**src/rtl/dataset_writer.sv**
```systemverilog
// Streams X/Y sample pairs into consecutive dataset memory addresses starting at 0, then pulses start_out once the final write has landed.
// Optional running X+Y checksum output is enabled by defining DATASET_WRITER_CHECKSUM_EN.
module dataset_writer #(
    parameter int DATA_W = 20,
    parameter int ADDR_W = 8,
    parameter int DEPTH  = 150
) (
    input  logic              clk,
    input  logic              reset,
    input  logic              load_start,
    input  logic              in_valid,
    output logic              in_ready,
    input  logic [DATA_W-1:0] in_x,
    input  logic [DATA_W-1:0] in_y,
    input  logic              in_last,
    output logic              wr_en,
    output logic [ADDR_W-1:0] wr_addr,
    output logic [DATA_W-1:0] wr_x,
    output logic [DATA_W-1:0] wr_y,
    output logic [ADDR_W:0]   count,
    output logic              done,
    output logic              start_out
`ifdef DATASET_WRITER_CHECKSUM_EN
    ,
    output logic [DATA_W-1:0] checksum
`endif
);

    typedef enum logic [1:0] {
        S_IDLE   = 2'd0,
        S_LOAD   = 2'd1,
        S_FINISH = 2'd2,
        S_DONE   = 2'd3
    } state_t;

    localparam logic [ADDR_W-1:0] LAST_PTR = ADDR_W'(DEPTH - 1);

    state_t            r_state;
    state_t            w_next;
    logic [ADDR_W-1:0] r_ptr;
    logic              w_ready;
    logic              w_accept;
    logic              w_final;

    assign w_accept = in_valid && w_ready;
    assign w_final  = w_accept && (in_last || (r_ptr == LAST_PTR));
    assign in_ready = w_ready;

    always_comb begin
        w_next  = r_state;
        w_ready = (r_state == S_LOAD) && !load_start;
        if (load_start) begin
            w_next = S_LOAD;
        end else begin
            case (r_state)
                S_LOAD:   if (w_final) w_next = S_FINISH;
                S_FINISH: w_next = S_DONE;
                default:  w_next = r_state;
            endcase
        end
    end

    always_ff @(posedge clk or posedge reset) begin
        if (reset) begin
            r_state <= S_IDLE;
        end else begin
            r_state <= w_next;
        end
    end

    always_ff @(posedge clk or posedge reset) begin
        if (reset) begin
            r_ptr     <= '0;
            wr_en     <= 1'b0;
            wr_addr   <= '0;
            wr_x      <= '0;
            wr_y      <= '0;
            count     <= '0;
            done      <= 1'b0;
            start_out <= 1'b0;
        end else begin
            wr_en     <= w_accept;
            start_out <= (r_state == S_FINISH) && !load_start;
            if (load_start) begin
                r_ptr <= '0;
                count <= '0;
                done  <= 1'b0;
            end else begin
                if (r_state == S_FINISH) begin
                    done <= 1'b1;
                end
                if (w_accept) begin
                    wr_addr <= r_ptr;
                    wr_x    <= in_x;
                    wr_y    <= in_y;
                    count   <= {1'b0, r_ptr} + (ADDR_W+1)'(1);
                    // Hold at the last slot so the pointer never leaves the memory.
                    if (r_ptr != LAST_PTR) begin
                        r_ptr <= r_ptr + ADDR_W'(1);
                    end
                end
            end
        end
    end

`ifdef DATASET_WRITER_CHECKSUM_EN
    logic [DATA_W-1:0] r_sum;

    always_ff @(posedge clk or posedge reset) begin
        if (reset) begin
            r_sum <= '0;
        end else if (load_start) begin
            r_sum <= '0;
        end else if (w_accept) begin
            r_sum <= r_sum + in_x + in_y;
        end
    end

    assign checksum = r_sum;
`endif

endmodule

```
**config.mk**
```make
export PLATFORM = sky130hd
export DESIGN_NAME = dataset_writer
export DESIGN_NICKNAME = d
export VERILOG_FILES = /design/src/rtl/dataset_writer.sv
export SDC_FILE = /design/constraint.sdc
export NUM_CORES = 1
export LEC_CHECK = 0
export ABC_AREA = 1
export CORE_UTILIZATION = 40
export CTS_CLUSTER_SIZE = 16
export DETAILED_ROUTE_END_ITERATION = 10
export PLACE_DENSITY = 0.7
export SLEW_MARGIN = 20
export SYNTH_ARGS = -nofsm -noshare
export SYNTH_HDL_FRONTEND = slang
export SYNTH_SLANG_ARGS = --single-unit
```
**constraint.sdc**
```tcl
create_clock -name clk -period 7.7 [get_ports clk]
set_input_delay 2.31 -clock clk [delete_from_list [all_inputs] [get_ports clk]]
set_output_delay 2.31 -clock clk [all_outputs]
set_load 0.01 [all_outputs]
```
==> results of run 1 <==
[sequential cells by signal, summed over array words and instances (netlist names)]
register and flops:
start_out 1, wr_x 20, count 9, wr_en 1, r_ptr 8, wr_addr 8
r_state 2, wr_y 20, done 1
[cell families after synthesis]
group / share of synthesized area
AO/OA/AOI/OAI: 0.0317
adder cells (fa/ha/maj): 0.00880
buffers and inverters: 0.0523
flip-flops: 0.616
AND/OR/NAND/NOR: 0.291
[Yosys cell counts]
| cell | number | area (um2) |
|---|---|---|
| a21oi_1 | 5 | 25.0 |
| buf_2 | 5 | 25.0 |
| buf_4 | 2 | 15.0 |
| buf_6 | 4 | 45.0 |
| clkbuf_1 | 1 | 3.75 |
| dfrtp_1 | 70 | 1750 |
| ha_1 | 2 | 25.0 |
| inv_1 | 15 | 56.3 |
| inv_2 | 1 | 3.75 |
| nand2_1 | 187 | 702 |
| nand3_1 | 8 | 40.0 |
| nand4_1 | 3 | 18.8 |
| nor2_1 | 11 | 41.3 |
| nor3_1 | 2 | 10.0 |
| nor3_4 | 1 | 16.3 |
| o21ai_0 | 13 | 65.1 |
[tightest hold or removal path, stage by stage, from the launching register on]
cell and delay (ps):
dfrtp_1 340, nand2_1 50, nand2_1 50
[cells in the final DEF (no fill, tap or decap), drive strengths merged]
cell type | synthesis | layout
nor3 | 3 | 3
clkdlybuf4s50 | 0 | 105
inv | 16 | 16
bufinv | 0 | 1
ha | 2 | 2
buf | 11 | 2
dfrtp | 70 | 70
nand4 | 3 | 3
nand2 | 187 | 187
a21oi | 5 | 5
nand3 | 8 | 8
nor2 | 11 | 11
clkbuf | 1 | 10
o21ai | 13 | 13
clkinvlp | 0 | 1
clkinv | 0 | 4
[power by group through the flow]
| stage | Combinational, W | Sequential, W | Clock [W] |
|---|---|---|---|
| after detailed placement | 0.000193 | 0.000436 | 0 |
| after floorplan | 0.0000580 | 0.000455 | 0 |
| after global placement | 0.000191 | 0.000435 | 0 |
| final | 0.000191 | 0.000429 | 0.000289 |
| after CTS | 0.000194 | 0.000429 | 0.000299 |
| after global routing | 0.000210 | 0.000434 | 0.000315 |
[layer usage]
| layer | part of all wire | vias to the layer above | track usage |
|---|---|---|---|
| li1 | - | 1227 | - |
| met1 | 0.44 | 1150 | 0.242 |
| met2 | 0.48 | 98 | 0.319 |
| met3 | 0.063 | 10 | 0.0505 |
| met4 | 0.013 | 0 | 0.0742 |
| met5 | 0 | - | 0 |
[path summary, 6_finish.rpt]
check | from | end | slack [ps] | depth (start not counted)
max | load_start | in_ready | 1640 | 3
min | wr_y[10] | wr_y[10] | 480 | 2
max reg2reg | r_state[1] | r_ptr[5] | 5510 | 8
min reg2reg | wr_y[10] | wr_y[10] | 480 | 2
max in group asynchronous | reset | r_ptr[3] | 4590 | 3
min in group asynchronous | reset | wr_x[11] | 2530 | 3
[through the flow]
stage / setup WS [ps] / hold slack (ps) / instances / cell area, um2
after CTS: 1630 / 483 / 537 / 4140
final: 1640 / 479 / 537 / 4140
after global placement: 1650 / 460 / 521 / 3940
after detailed placement: 1640 / 464 / 521 / 3940
after floorplan: 2880 / 463 / 330 / 2840
after global routing: 1550 / 509 / 537 / 4140
[cell type report]
cell class | instances | area [um2] | share of cell area
repair buffers | 107 | 1070 | 0.257
clock buffers | 10 | 138 | 0.0332
flip-flops and latches | 70 | 1750 | 0.423
inverters | 16 | 60.1 | 0.0145
multi-input cells | 232 | 946 | 0.228
well taps | 96 | 120 | 0.0290
clock inverters | 6 | 61.3 | 0.0148
==> out/qor.yml, run 1 <==
pwr:
  seqPwrFrac: 0.472
  clkPwrFrac: 0.318
  leakage_nw: 2.05
  peakVddDrop_mv: 0.0877
  p_sw_w: 0.000238
  total_power_w: 0.000909
  switching_share: 0.262
  p_per_area_nw_per_um2: 219
  combPwrFrac: 0.210
  p_int_w: 0.000671
clocking:
  cts_max_path_buffers: 2
  cts_buffers: 9
  cts_root_buffer: "clkbuf_8"
  clk_latency_ps: 330
  cts_resized: 0
  cts.sinks: 70
  clkTransAtPathRegs_ps: 70
  cts_hold_buf: 0
  cts_tree: "built"
  cts_setup_buffers: 0
  htree_levels: 3
setup_path:
  crit_path_end_kind: "primary output"
  crit_chain: "clkdlybuf4s50_1 -> nor2_1 -> clkdlybuf4s50_1"
  cpPeakStageDelay_ps: 610
  cp.arrival_ps: 3750
  critPathMaxFanout: 11
  critPathTopFamily: "buffers and inverters"
  cp_slowest_cell: "clkdlybuf4s50_1"
  critPathRequiredTime_ps: 5390
  cp-start-kind: "input pin"
  cpMostUsedCell: "clkdlybuf4s50_1"
  path_class: "input pin to primary output"
  cp.buffers_inverters: 2
place:
  gp_congestion: 0.884
  io_buffers: 105
  place_hpwl_mm: 4.49
sta:
  tightest_slew_ps: 1010
  setup_tns_ps: 0
  fin_crit_sh: 0.787
  setup_viol: 0
  rsz0062_at_grt: "no"
  slew_viol_final: 0
  maxSlewHeadroom: 0.325
  min_period_ps: 6060
  hold_violations: 0
  fin_skew_ps: 7.38
  timing.fmax_ghz: 0.165
routing:
  drtAntennaViolNets: 0
  drc: 0
  wl_per_cell_um: 12.2
  vias: 2485
  viasPerCell: 4.63
  drt_iter0_drc: 109
  wl_mm: 6.56
  firstDrtPassIters: 4
die:
  row_count: 30
  die_x_um: 86.3
  start_util: 0.416
  die_h_um: 86.3
  placeableCoreArea_um2: 6830
  io-pin-count: 106
  die_area_um2: 7450
global_route:
  grt_pass1_wl_mm: 11.1
  grt_pass1_vias: 2426
  gr-usage-all-layers: 0.192
  antenna_found_initial: 0
  grt_max_degree: 71
  grt_overflow: 0
layout:
  drive_gt1_frac: 0.0499
  nets: 483
  fillers: 621
  num_antenna_cells: 0
  area_growth_pct: 45.7
  post-route-util: 0.606
logic_synthesis:
  ys_types: 16
  ys_seq_elements: 70
  netlist_area_um2: 2840
  post_synth_inst_count: 330
  ys_warn_count: 0
  avgSynthCellArea_um2: 8.62
  syn-num-nets: 377
  seq_area_frac_synth: 0.616
flow_run:
  maxCapViolCount: 0
run_status:
  status: "finished, final reports clean"
min_path:
  hp-class: "flip-flop to flip-flop"
No activity file was read; power rests on OpenSTA's default activity.
==> inputs of run 2 (changes only) <==
==> constraint.sdc (replaced) <==
create_clock -name clk -period 5.6 [get_ports clk]
set_input_delay 1.68 -clock clk [delete_from_list [all_inputs] [get_ports clk]]
set_output_delay 1.68 -clock clk [all_outputs]
set_load 0.01 [all_outputs]
==> run 2 against run 1 <==
Combinational power grew 38%. Critical path depth is the same. Critical path type unchanged. Worst setup slack lost 850 ps. Clock skew shrank 1.8 ps. Sequential power grew 38%. Die area is the same. First-iteration DRC count grew 16%. Largest cell class unchanged. Via count shrank 0.12%. Clock-buffer cell count grew 1. Non-clock buffer count is the same. Critical endpoint unchanged. Final cell count is the same. Wire length grew 4.6%.
==> out/qor.yml, run 2 (same netlist as run 1, synthesis figures left out) <==
clocking:
  cts_setup_buffers: 0
  cts_max_path_buffers: 2
  htree_levels: 3
  clkTransAtPathRegs_ps: 70
  cts_hold_buf: 0
  cts.sinks: 70
  cts_root_buffer: "clkbuf_8"
  clk_latency_ps: 330
  cts_resized: 0
  cts_tree: "built"
  cts_buffers: 9
sta:
  timing.fmax_ghz: 0.208
  min_period_ps: 4810
  setup_viol: 0
  setup_ws_ps: 793
  rsz0062_at_grt: "no"
  setup_tns_ps: 0
  maxSlewHeadroom: 0.322
  tightest_slew_ps: 1010
  slew_viol_final: 0
  hold_violations: 0
  fin_skew_ps: 5.55
  fin_crit_sh: 0.858
run_status:
  status: "finished, final reports clean"
layout:
  ff_latch_area_um2: 1750
  num_antenna_cells: 0
  area_growth_pct: 45.1
  mostFrequentLayoutCells: "nand2_1, clkdlybuf4s50_1, dfrtp_1, inv_1, o21ai_0"
  drive_gt1_frac: 0.0454
  multi_input_area_um2: 946
  reg_top3: "wr_x: 20 flops, wr_y: 20 flops, count: 9 flops"
  nets: 483
  final_common_cell: "nand2_1"
  post-route-util: 0.604
  fillers: 629
  final_design_area_no_fill_um2: 4130
setup_path:
  critPathRequiredTime_ps: 3920
  critPathMaxFanout: 11
  cpMostUsedCell: "clkdlybuf4s50_1"
  cp_slowest_cell: "clkdlybuf4s50_1"
  cpPeakStageDelay_ps: 620
  cp.arrival_ps: 3130
  cp-start-kind: "input pin"
  crit_chain: "clkdlybuf4s50_1 -> nor2_1 -> clkdlybuf4s50_1"
  path_class: "input pin to primary output"
  crit_path_end_kind: "primary output"
routing:
  drc: 0
  vias: 2482
  firstDrtPassIters: 4
  wl_mm: 6.86
  wl_per_cell_um: 12.8
  drtAntennaViolNets: 0
  drt_iter0_drc: 126
  viasPerCell: 4.62
global_route:
  grt_overflow: 0
  grt_pass1_wl_mm: 11.6
  antenna_found_initial: 0
  gr-usage-all-layers: 0.201
  grt_pass1_vias: 2508
  grt_max_degree: 58
die:
  start_util: 0.416
  row_count: 30
  placeableCoreArea_um2: 6830
  die_x_um: 86.3
  die_h_um: 86.3
  io-pin-count: 106
  die_area_um2: 7450
min_path:
  hp-class: "flip-flop to flip-flop"
flow_run:
  maxCapViolCount: 0
pwr:
  p_per_area_nw_per_um2: 300
  leakage_nw: 2.04
  peakVddDrop_mv: 0.134
place:
  dp_slack_ps: 791
  dpl_cell_area_um2: 3940
  io_buffers: 105
  gp_congestion: 0.832
  place_hpwl_mm: 4.68
-- run 2: metal layers --
layer | track usage | share of wire
met1 | 0.250 | 0.45
met2 | 0.338 | 0.48
met3 | 0.0495 | 0.057
met4 | 0.0758 | 0.018
met5 | 0 | 0
-- run 2: where the power goes --
group	total [W]	switching, W	internal, W
clock network	0.000381	0.000178	0.000203
registers	0.000591	0.0000298	0.000561
logic	0.000264	0.000118	0.000146
total	0.00124	0.000326	0.000910
-- run 2: critical path, delay by kind of cell --
family / cells / cell delay (ps)
buf+inv: 2 / 1190
simple gates: 1 / 260
-- run 2: metrics by stage --
stage | hold slack [ps] | power [W] | instances
4_1_cts | 483 | 0.00125 | 537
2_1_floorplan | 463 | 0.000705 | 330
5_1_grt | 492 | 0.00130 | 537
3_5_place_dp | 464 | 0.000867 | 521
3_3_place_gp | 458 | 0.000861 | 521
6_report | 477 | 0.00124 | 537
-- run 2: final cells by class --
type | instances | area share
inverters | 16 | 0.0146
flip-flops and latches | 70 | 0.425
multi-input cells | 232 | 0.229
repair buffers | 107 | 0.258
clock buffers | 11 | 0.0318
clock inverters | 5 | 0.0121
well taps | 96 | 0.0291
-- run 2: final timing paths --
check | from | slack, ps | endpoint | cells after the start
hold / removal | wr_y[6] | 480 | wr_y[6] | 2
min in group asynchronous | reset | 1840 | wr_x[12] | 2
setup reg to reg | r_state[1] | 3510 | r_ptr[0] | 8
hold reg to reg | wr_y[6] | 480 | wr_y[6] | 2
max in group asynchronous | reset | 2860 | r_state[1] | 3
setup / recovery | load_start | 790 | in_ready | 3
==> inputs of run 3 (changes only) <==
--- a/config.mk
+++ b/config.mk
@@ -9,7 +9,7 @@
 export CORE_UTILIZATION = 40
 export CTS_CLUSTER_SIZE = 16
 export DETAILED_ROUTE_END_ITERATION = 10
-export PLACE_DENSITY = 0.7
+export PLACE_DENSITY_LB_ADDON = 0.3
 export SLEW_MARGIN = 20
 export SYNTH_ARGS = -nofsm -noshare
 export SYNTH_HDL_FRONTEND = slang
==> run 3 against run 2 <==
Core utilization grew 0.29 points. Wire length is 2.6% lower. Critical path depth did not move. Clock skew is 1.5 ps higher. Clock-buffer cell count increased by 2. Sequential power hardly changed. Clock power grew 7.1%. Design area grew 0.49%. Non-clock buffer count unchanged. Power is 2.0% higher. Critical path type unchanged. Largest cell class unchanged. Highest routed layer unchanged.
==> out/qor.yml, run 3 (same netlist as run 1, synthesis figures left out) <==
routing:
  drc: 0
  wl_mm: 6.68
  firstDrtPassIters: 4
  drt_iter0_drc: 120
  viasPerCell: 4.61
  vias: 2476
  drtAntennaViolNets: 0
  wl_per_cell_um: 12.4
layout:
  post-route-util: 0.607
  drive_gt1_frac: 0.0454
  num_antenna_cells: 0
  fillers: 593
  finalNonFillerCells: 537
  area_growth_pct: 45.8
  final_design_area_no_fill_um2: 4150
  mostFrequentLayoutCells: "nand2_1, clkdlybuf4s50_1, dfrtp_1, inv_1, o21ai_0"
  final_common_cell: "nand2_1"
  reg_top3: "wr_x: 20 flops, wr_y: 20 flops, count: 9 flops"
  nets: 483
clocking:
  cts_max_path_buffers: 2
  cts_tree: "built"
  clkTransAtPathRegs_ps: 70
  cts_hold_buf: 0
  cts_resized: 0
  clk_latency_ps: 330
  htree_levels: 3
  cts.sinks: 70
  cts_buffers: 9
  cts_setup_buffers: 0
  cts_root_buffer: "clkbuf_8"
sta:
  setup_tns_ps: 0
  setup_viol: 0
  hold_violations: 0
  rsz0062_at_grt: "no"
  fin_skew_ps: 7.09
  maxSlewHeadroom: 0.318
  fin_crit_sh: 0.857
  min_period_ps: 4800
  slew_viol_final: 0
  timing.fmax_ghz: 0.208
  tightest_slew_ps: 1020
die:
  die_x_um: 86.3
  start_util: 0.416
  placeableCoreArea_um2: 6830
  die_h_um: 86.3
  io-pin-count: 106
  row_count: 30
  die_area_um2: 7450
place:
  place_hpwl_mm: 4.59
  gp_congestion: 0.789
  dp.cells: 521
  io_buffers: 105
  dpl_cell_area_um2: 3940
global_route:
  grt_pass1_vias: 2288
  gr-usage-all-layers: 0.190
  grt_max_degree: 58
  grt_overflow: 0
  grt_pass1_wl_mm: 10.8
  antenna_found_initial: 0
setup_path:
  reg2reg_from: "r_state[1]"
  reg2reg_depth: 8
  endpoint: "in_ready"
  cp-start-kind: "input pin"
  r2r-end: "r_ptr[5]"
  critPathMaxFanout: 11
  crit_path_end_kind: "primary output"
  critPathRequiredTime_ps: 3920
  cp.arrival_ps: 3120
  path_class: "input pin to primary output"
  cp-startpoint: "load_start"
  rrSetupSlack_ps: 3460
pwr:
  peakVddDrop_mv: 0.153
  total_power_w: 0.00126
  p_per_area_nw_per_um2: 304
  leakage_nw: 2.05
run_status:
  status: "finished, final reports clean"
flow_run:
  maxCapViolCount: 0
min_path:
  hp-class: "flip-flop to flip-flop"
run 3: cell count changes in the layout (fill, tap and decap cells not counted):
cell and change:
clkbuf_8 +2, clkinvlp_4 +1, clkinv_2 -3
run 3: power breakdown:
part,leakage (nW),switching (W),internal (W)
combinational,1.04,0.000117,0.000146
sequential,0.907,0.0000294,0.000561
clock,0.0996,0.000178,0.000230
run 3: area by class of cell:
cell class | instances | area (um2) | share of cell area
tap | 96 | 120 | 0.0290
clock buffer | 13 | 159 | 0.0383
inverter | 16 | 60.1 | 0.0145
timing repair buffer | 107 | 1070 | 0.257
multi-input combinational | 232 | 946 | 0.228
clock inverter | 3 | 42.5 | 0.0103
sequential | 70 | 1750 | 0.423
run 3: how the worst min path moves through the flow:
stage | start | end | slack, ps | cells past startpoint
floorplan | r_state[0] | r_state[0] | 460 | 2
global placement | count[4] | count[4] | 460 | 2
detailed placement | count[3] | count[3] | 460 | 2
CTS | count[3] | count[3] | 480 | 2
global route | wr_y[1] | wr_y[1] | 500 | 2
finish | count[3] | count[3] | 480 | 2
run 3: worst max-delay path, stage by stage:
cell	delay, ps
clkdlybuf4s50_1	620
nor2_1	250
clkdlybuf4s50_1	570
run 3: routing by layer:
layer  vias to the layer above  wire length [um]  share of wire  GRT usage
li1                       1229                 -              -          -
met1                      1146              3020           0.45      0.241
met2                        88              3060           0.46      0.303
met3                        13               486          0.073     0.0590
met4                         0               116          0.017     0.0758
met5                         -                 0              0          0
run 3: through the flow:
step / hold slack (ps) / worst slack [ps]
final: 478 / 802
after global routing: 502 / 688
after CTS: 483 / 778
after detailed placement: 464 / 777
after global placement: 458 / 819
after floorplan: 463 / 2040
